`config.mk`:
```
export PLATFORM = sky130hd
export DESIGN_NAME = response_resolver_flat
export DESIGN_NICKNAME = d
export VERILOG_FILES = /design/src/rtl/response_resolver_if.sv /design/src/rtl/response_resolver.sv /design/src/flat_wrapper.sv
export SDC_FILE = /design/constraint.sdc
export NUM_CORES = 1
export LEC_CHECK = 0
export CELL_PAD_IN_SITES_DETAIL_PLACEMENT = 1
export CELL_PAD_IN_SITES_GLOBAL_PLACEMENT = 2
export CORE_ASPECT_RATIO = 1.2
export CORE_UTILIZATION = 35
export CTS_CLUSTER_DIAMETER = 60
export CTS_CLUSTER_SIZE = 16
export DETAILED_ROUTE_END_ITERATION = 12
export PLACE_DENSITY = 0.95
export RECOVER_POWER = 50
export SLEW_MARGIN = 20
export SYNTH_ARGS = -nofsm -noshare
export SYNTH_HDL_FRONTEND = slang
export SYNTH_SLANG_ARGS = --single-unit
```
`constraint.sdc`:
```
create_clock -name CLK -period 11.51 [get_ports CLK]
set_input_delay 2.302 -clock CLK [delete_from_list [all_inputs] [get_ports CLK]]
set_output_delay 2.302 -clock CLK [all_outputs]
set_load 0.03 [all_outputs]
```
`src/rtl/response_resolver_if.sv`:
```
// Command/status bundle between the array controller and the responder-resolution stage.
interface response_resolver_if #(
    parameter int num_cells = 100,
    parameter int idx_bits  = 7
);
    logic [num_cells-1:0] match_lines;
    logic                 cmd_valid;
    logic                 cmd_ready;
    logic [2:0]           cmd_op;
    logic [num_cells-1:0] tags;
    logic                 some;
    logic                 none;
    logic [idx_bits-1:0]  first_idx;
    logic                 enum_done;

    // Controller side: issues commands and presents the array match lines.
    modport master (
        output match_lines, cmd_valid, cmd_op,
        input  cmd_ready, tags, some, none, first_idx, enum_done
    );

    // Resolver side: accepts commands and drives tags and responder status.
    modport slave (
        input  match_lines, cmd_valid, cmd_op,
        output cmd_ready, tags, some, none, first_idx, enum_done
    );
endinterface

```
`src/rtl/response_resolver.sv`:
```
// Tag register and responder resolver for the associative cell array.
// Holds the tag vector that gates array access, reports whether any cell
// responds and which is first, and enumerates responders one at a time.
module response_resolver #(
    parameter int num_cells = 100,
    parameter int idx_bits  = 7
) (
    input logic                CLK,
    input logic                RST_N,
    response_resolver_if.slave bus
);
    typedef logic [num_cells-1:0] cells_t;

    typedef enum logic [1:0] {
        IDLE  = 2'd0,
        APPLY = 2'd1,
        ENUM  = 2'd2
    } state_t;

    typedef enum logic [2:0] {
        OP_NOP       = 3'd0,
        OP_SET_ALL   = 3'd1,
        OP_CLR_ALL   = 3'd2,
        OP_LOAD      = 3'd3,
        OP_AND       = 3'd4,
        OP_OR        = 3'd5,
        OP_SEL_FIRST = 3'd6,
        OP_NEXT      = 3'd7
    } op_t;

    // Isolates the lowest set bit (two's-complement trick).
    function automatic cells_t lowest_bit(input cells_t v);
        return v & (~v + cells_t'(1));
    endfunction

    // Clears the lowest set bit.
    function automatic cells_t drop_lowest(input cells_t v);
        return v & (v - cells_t'(1));
    endfunction

    // Index of the lowest set bit; 0 when nothing is set.
    function automatic logic [idx_bits-1:0] first_set(input cells_t v);
        logic [idx_bits-1:0] idx;
        idx = '0;
        for (int i = num_cells - 1; i >= 0; i--) begin
            if (v[i]) idx = idx_bits'(i);
        end
        return idx;
    endfunction

    state_t              state_q, state_d;
    op_t                 op_q, op_d;
    cells_t              tags_q, tags_d;
    cells_t              pending_q, pending_d;
    cells_t              cap_q, cap_d;
    logic                cmd_ready_q, cmd_ready_d;
    logic                some_q, some_d;
    logic                none_q, none_d;
    logic [idx_bits-1:0] first_idx_q, first_idx_d;
    logic                enum_done_q, enum_done_d;

    op_t  cmd_op_w;
    logic accept_w;

    assign cmd_op_w = op_t'(bus.cmd_op);
    assign accept_w = bus.cmd_valid && cmd_ready_q;

    // Next-state, tag update and status derivation from the next tag value.
    always_comb begin
        state_d     = state_q;
        op_d        = op_q;
        tags_d      = tags_q;
        pending_d   = pending_q;
        cap_d       = cap_q;
        cmd_ready_d = cmd_ready_q;
        enum_done_d = 1'b0;

        if (state_q == APPLY) begin
            // Second cycle of LOAD/AND/OR: combine the captured match lines.
            case (op_q)
                OP_LOAD: tags_d = cap_q;
                OP_AND:  tags_d = tags_q & cap_q;
                OP_OR:   tags_d = tags_q | cap_q;
                default: tags_d = tags_q;
            endcase
            cmd_ready_d = 1'b1;
            state_d     = IDLE;
        end else if (accept_w) begin
            // Anything but NOP/NEXT abandons an enumeration in progress.
            if (state_q == ENUM && cmd_op_w != OP_NOP && cmd_op_w != OP_NEXT) begin
                pending_d = '0;
                state_d   = IDLE;
            end
            case (cmd_op_w)
                OP_SET_ALL: tags_d = '1;
                OP_CLR_ALL: tags_d = '0;
                OP_LOAD, OP_AND, OP_OR: begin
                    cap_d       = bus.match_lines;
                    op_d        = cmd_op_w;
                    cmd_ready_d = 1'b0;
                    state_d     = APPLY;
                end
                OP_SEL_FIRST: begin
                    if (|tags_q) begin
                        pending_d = drop_lowest(tags_q);
                        tags_d    = lowest_bit(tags_q);
                        state_d   = ENUM;
                    end else begin
                        enum_done_d = 1'b1;
                    end
                end
                OP_NEXT: begin
                    if (state_q == ENUM) begin
                        if (|pending_q) begin
                            tags_d    = lowest_bit(pending_q);
                            pending_d = drop_lowest(pending_q);
                        end else begin
                            tags_d      = '0;
                            enum_done_d = 1'b1;
                            state_d     = IDLE;
                        end
                    end
                end
                default: ;
            endcase
        end

        some_d      = |tags_d;
        none_d      = ~some_d;
        first_idx_d = first_set(tags_d);
    end

    // State and registered outputs; reset abandons any in-flight command.
    always_ff @(posedge CLK) begin
        if (!RST_N) begin
            state_q     <= IDLE;
            op_q        <= OP_NOP;
            tags_q      <= '0;
            pending_q   <= '0;
            cap_q       <= '0;
            cmd_ready_q <= 1'b1;
            some_q      <= 1'b0;
            none_q      <= 1'b1;
            first_idx_q <= '0;
            enum_done_q <= 1'b0;
        end else begin
            state_q     <= state_d;
            op_q        <= op_d;
            tags_q      <= tags_d;
            pending_q   <= pending_d;
            cap_q       <= cap_d;
            cmd_ready_q <= cmd_ready_d;
            some_q      <= some_d;
            none_q      <= none_d;
            first_idx_q <= first_idx_d;
            enum_done_q <= enum_done_d;
        end
    end

    assign bus.cmd_ready = cmd_ready_q;
    assign bus.tags      = tags_q;
    assign bus.some      = some_q;
    assign bus.none      = none_q;
    assign bus.first_idx = first_idx_q;
    assign bus.enum_done = enum_done_q;
endmodule

```
`src/flat_wrapper.sv`:
```
// flat-port wrapper written by rule: the top's interface ports become plain ports
module response_resolver_flat 
#(
    parameter int num_cells = 100,
    parameter int idx_bits  = 7
)
  (CLK, RST_N, bus_match_lines, bus_cmd_valid, bus_cmd_op, bus_cmd_ready, bus_tags, bus_some, bus_none, bus_first_idx, bus_enum_done);
  response_resolver_if #(.num_cells(num_cells), .idx_bits(idx_bits)) bus_i ();
  input logic CLK;
  input logic RST_N;
  input wire logic [$bits(bus_i.match_lines)-1:0] bus_match_lines;
  input wire logic [$bits(bus_i.cmd_valid)-1:0] bus_cmd_valid;
  input wire logic [$bits(bus_i.cmd_op)-1:0] bus_cmd_op;
  output wire logic [$bits(bus_i.cmd_ready)-1:0] bus_cmd_ready;
  output wire logic [$bits(bus_i.tags)-1:0] bus_tags;
  output wire logic [$bits(bus_i.some)-1:0] bus_some;
  output wire logic [$bits(bus_i.none)-1:0] bus_none;
  output wire logic [$bits(bus_i.first_idx)-1:0] bus_first_idx;
  output wire logic [$bits(bus_i.enum_done)-1:0] bus_enum_done;
  assign bus_i.match_lines = bus_match_lines;
  assign bus_i.cmd_valid = bus_cmd_valid;
  assign bus_i.cmd_op = bus_cmd_op;
  assign bus_cmd_ready = bus_i.cmd_ready;
  assign bus_tags = bus_i.tags;
  assign bus_some = bus_i.some;
  assign bus_none = bus_i.none;
  assign bus_first_idx = bus_i.first_idx;
  assign bus_enum_done = bus_i.enum_done;
  response_resolver #(.num_cells(num_cells), .idx_bits(idx_bits)) u_core (.CLK(CLK), .RST_N(RST_N), .bus(bus_i));
endmodule
```
# Yosys cells after proc, flatten, opt, wreduce, memory -nomap -nowiden
# Cells that the tools add are included.
# word_totals
reg_bits	316
latch_bits	0
ramBits	0
rom_bits	0
input_bits	106
output_inout_bits	111
word_cells	185
mem_count	0
# classes
n_addsub	4
multipliers	0
div_mod_pow	0
magnitude_cmp	0
eq_ne	13
shift	0
mux	120
n_bitwise	12
reduce_logical	20
# op_table
operator	count
2-to-1 mux 100 bit	9
bitwise AND 100 bit	5
case mux 100 bit (4 select lines)	1
case mux 100 bit (3 select lines)	1
OR reduction 100 bit	3
2-to-1 mux 7 bit	36
adder 100 x 1 -> 100 bit, second input constant	2
NOT 100 bit	2
case mux 100 bit (2 select lines)	1
subtractor 100 x 1 -> 100 bit, second input constant	2
2-to-1 mux 6 bit	32
bitwise OR 100 bit	1
2-to-1 mux 5 bit	16
OR reduction 65 bit	1
OR reduction 33 bit	1
2-to-1 mux 4 bit	8
equality test 3 bit, second input constant	6
OR reduction 17 bit	1
2-to-1 mux 2 bit	6
2-to-1 mux 3 bit	4
equality test 3 x 2 -> 1 bit, second input constant	3
OR reduction 3 bit	3
OR reduction 9 bit	1
case mux 2 bit (3 select lines)	1
13 further kinds	23

# Logic depth before layout (Yosys ltp)
# logic_depth
ltp_word	107
mapped_depth	16
depth_no_buf	11

# Worst setup path before layout
# No wires, ideal clock.
# synth_path
path_kind	in2reg
startpoint	in bus_cmd_op[0]
endpoint	reg u_core.some_q, in the netlist u_core.bus.some
setup_time_ns	0.115
arrival_ns	5.412
required_time_ns	11.395
path_slack_ns	5.983
stages	13
path_buffers	3
cell_sequence	buf_2 nand2b_1 buf_2 xnor2_2 nand3_1 buf_2 a211oi_1 o41a_1 nor2_1 or4_4 or3b_1 or4_1 o21a_1
# synth_via
elab_chain_cells	5
word_cells_on_any_way	8
classes_between	eq/ne: 4; mux: 3; reduce/logical: 1
# synth_rtl
item	line_no	text
start, declared	flat_wrapper.sv:13	input wire logic [$bits(bus_i.cmd_op)-1:0] bus_cmd_op;
equality test 3 bit, or another cell as far along	response_resolver.sv:94	case (cmd_op_w)
case mux 100 bit (4 select lines) *	response_resolver.sv:94	
2-to-1 mux 100 bit *	response_resolver.sv:88	end else if (accept_w) begin
2-to-1 mux 100 bit *	response_resolver.sv:78	if (state_q == APPLY) begin
OR reduction 100 bit *	response_resolver.sv:128	some_d = |tags_d;
end signal, assigned	response_resolver.sv:153	some_q <= some_d;
end, declared	response_resolver.sv:57	logic some_q, some_d;
# Every way passes the cells marked *; elsewhere a longest branch is shown, timed or not.
# A chain may end at the register's enable or synchronous reset.

# Final worst setup path
# layout_path
startpoint	in bus_cmd_op[1]
endpoint	reg u_core.first_idx_q[0], in the netlist u_core.bus.first_idx[0]
# layout_via
elab_chain_cells	103
word_cells_on_any_way	107
classes_between	eq/ne: 4; mux: 102; reduce/logical: 1
# layout_rtl
item	line_no	text
equality test 3 bit, or another cell as far along	response_resolver.sv:94	
case mux 100 bit (4 select lines) *	response_resolver.sv:94	
2-to-1 mux 100 bit *	response_resolver.sv:88	
2-to-1 mux 100 bit *	response_resolver.sv:78	
2-to-1 mux 7 bit (36 in a row)	response_resolver.sv:46	if (v[i]) idx = idx_bits'(i);
2-to-1 mux 6 bit (32 in a row)	response_resolver.sv:46	
2-to-1 mux 5 bit (16 in a row)	response_resolver.sv:46	
2-to-1 mux 4 bit (8 in a row)	response_resolver.sv:46	
2-to-1 mux 3 bit (4 in a row)	response_resolver.sv:46	
2-to-1 mux 2 bit (2 in a row)	response_resolver.sv:46	
2-to-1 mux 1 bit	response_resolver.sv:46	
end signal, assigned	response_resolver.sv:155	first_idx_q <= first_idx_d;
end, declared	response_resolver.sv:59	logic [idx_bits-1:0] first_idx_q, first_idx_d;
# Marked as above.

==> out/qor.csv <==
metric;value;unit
status;complete, but fails checks;
failing checks;max-capacitance violations, max-slew violations;
Tcrit/Tclk final;76.7;%
Setup Fix Bufs, Post-CTS;0;
syn_area_per_cell;6.88;um2
clock insertion delay at the later pin of the skew report;0.62;ns
first-pass GRT wire length;210000;um
Area Growth Syn to Fin;18.8;%
Critical Path RT;11.94;ns
clock sinks;316;
Final ANT Viol Nets;0;
Post-CTS Hold Buffers;0;
Slew HR;-131;%
Worst Reg-to-Reg Cells;12;
I/O pins;217;
final setup fails;0;
ys flop type;dfxtp_1;
via count of the first global-routing pass;28400;
Netlist Area Pre-Place;22000;um2
DRT iter0 DRCs;3655;
count of flip-flops with a built-in enable after synthesis;0;
Max Cap Viol;8;
fillcell total;7818;
YS warnings;0;
grt ovf;0;
multi-input logic area;14600;um2
post-synthesis xor/xnor area fraction;0.193;%
Starting Density;35.4;%
worst slew pin tran;3.46;ns
Power Density;153;nW/um2
Worst-path clk slew;0.07;ns
Residual DRC;0;
TritonRoute pass-1 iters;6;
Max Slew Vio Count;291;
critical path endpoint category;register;
worst hold path startpoint;u_core.cap_q[0]$_SDFFE_PN0P_;
initial antenna violation count;7;
layout cells sized above 1;7.40;%
Static Leak;0.00918;uW
Rows;100;
Gate Count Post-Synth;3202;
VDD IR max;96.5;uV
largest net degree at the start of global routing;103;
die area;64000;um2
final core occ;42.1;%
CP max FO;37;
WL final;148000;um
reg2reg end;u_core.bus.first_idx[0]$_SDFF_PP0_;
CP startpoint kind;input port;
#FFs+latches synth;316;
compound-gate portion of the synthesized area;31.6;%
Synth area leaders;dfxtp_1 29%, a21oi_1 8.2%, nand2_1 7.2%;
register area;6330;um2
placed wire-length estimate;107000;um
mux share of post-synthesis cell area;0.0454;%
commonest non-fill, non-tap cell in the layout;nand2_1;
Max Fclk;0.113;GHz
clock buffer depth;3;
RSZ-0062 raised after global routing;false;
Fin Setup TNS;0;ns
arrival time worst endpoint;9.25;ns
Root Buffer;clkbuf_16;
Crit Path Class;input port to register;
sequential fraction of the synthesis area;28.7;%
CTS resizes;0;
largest family of logic cells by synthesized area;simple AND/OR/NAND/NOR gates;
total chip power;4010;uW
via count;29200;
chip width;231;um
Die Ht;277;um
Mapped Nets;3308;
commonest cells after routing, fill and taps aside;420 x nand2_1, 363 x a21oi_1, 319 x nor2_1;
worst hold path type;register to register;
Core ar.;62200;um2
RD Place Congestion;1.06;
Num CTS Buffers;39;
vias per cell;7.10;
final hold viol count;0;
Net count, final;3360;
Yosys cell types;101;
CTS tree;yes;
htree depth;2;
post-synthesis adder-cell area fraction;0;%
worst hold endpoint;u_core.cap_q[0]$_SDFFE_PN0P_;
flop2flop setup slack;4.99;ns
final period demand of the worst path;8.83;ns
DR WL/cell;36.1;um
Yosys top cell by area;dfxtp_1;
area share of the largest cell type after synthesis;28.7;%
GRT Total Usage;45.3;%
Buffers on Ports;216;
Simple-Gate Fraction of Synth Area;33.9;%
worst r2r src;u_core.pending_q[79]$_SDFFE_PN0P_;
Post-synth ARST share;0;%
Fin Clk Skew;0.0302;ns
WHS Path Cells;2;
registers in the layout, summed over array words and instances, names as in the netlist:
name,cells
u_core.pending_q,100
u_core.bus.some,1
u_core.op_q,3
u_core.bus.tags,100
u_core.bus.first_idx,7
u_core.bus.cmd_ready,1
u_core.cap_q,100
u_core.state_q,2
u_core.bus.enum_done,1
u_core.bus.none,1
layer usage:
metal  global-route usage [%]  routed length (um)
met5                        0                  26
met4                     43.4               17500
met3                     13.0               14900
met2                     69.3               64200
met1                     50.0               51700
power by group:
| part | switching, uW | internal [uW] |
|---|---|---|
| Clock | 637 | 750 |
| Sequential | 123 | 1140 |
| Combinational | 988 | 377 |
worst max-delay path by stage:
stage | start | endpoint | slack (ns)
CTS | bus_cmd_op[1] | u_core.bus.first_idx[2]$_SDFF_PP0_ | 4.26
detailed placement | bus_cmd_op[1] | u_core.bus.first_idx[2]$_SDFF_PP0_ | 3.67
global route | bus_cmd_op[1] | u_core.bus.first_idx[0]$_SDFF_PP0_ | 2.86
finish | bus_cmd_op[1] | u_core.bus.first_idx[0]$_SDFF_PP0_ | 2.68
global placement | bus_cmd_op[1] | u_core.bus.first_idx[2]$_SDFF_PP0_ | 3.40
floorplan | bus_cmd_op[0] | u_core.bus.some$_SDFF_PN0_ | 5.98
cells in the mapped netlist (all sizes together), types with 36 or more instances:
| library cell | instances |
|---|---|
| nand4 | 86 |
| a21oi | 364 |
| a32oi | 48 |
| buf | 51 |
| clkbuf | 235 |
| o21ai | 236 |
| o22ai | 77 |
| nor3 | 119 |
| or4 | 41 |
| nor4 | 118 |
| a31oi | 63 |
| and2 | 63 |
| nor2 | 325 |
| dfxtp | 316 |
| nand3 | 91 |
| o211ai | 40 |
| nand2 | 423 |
| a211oi | 36 |
layout make-up:
type                       count  share of cell area (%)
multi-input combinational   2573                    55.6
sequential                   316                    24.2
timing repair buffer         297                    10.5
clock buffer                  44                    3.96
tap                          816                    3.90
clock inverter                27                    1.35
inverter                      27                   0.416
antenna                        9                  0.0860
logic make-up (layout without fill, tap and decap cells):
logic type / Yosys count / in the layout
AND/OR/NAND/NOR: 1468 / 1468
AO/OA/AOI/OAI: 1100 / 1100
flip-flops: 316 / 316
buffers and inverters: 313 / 395
XOR/XNOR: 4 / 4
multiplexers: 1 / 1
other: 0 / 9
critical path: stages:
cell,delay [ns]
dlygate4sd3_1,1.14
nand3_1,0.30
nor2_1,0.67
clkbuf_1,2.19
a31oi_1,0.50
nor3b_1,0.32
o21a_1,0.21
a211o_1,0.30
a2111oi_1,0.95
a211o_1,0.30
a31oi_1,0.05
through the flow:
stage | std cells | setup WS (ns) | hold WS [ns] | area (um2)
4_1_cts | 4100 | 4.26 | 0.463 | 26200
3_3_place_gp | 4028 | 3.40 | 0.444 | 24800
3_5_place_dp | 4029 | 3.67 | 0.453 | 24800
2_1_floorplan | 3202 | 5.98 | 0.436 | 22000
6_report | 4109 | 2.68 | 0.463 | 26200
5_1_grt | 4100 | 2.86 | 0.481 | 26200
No activity file was read; power rests on OpenSTA's default activity.
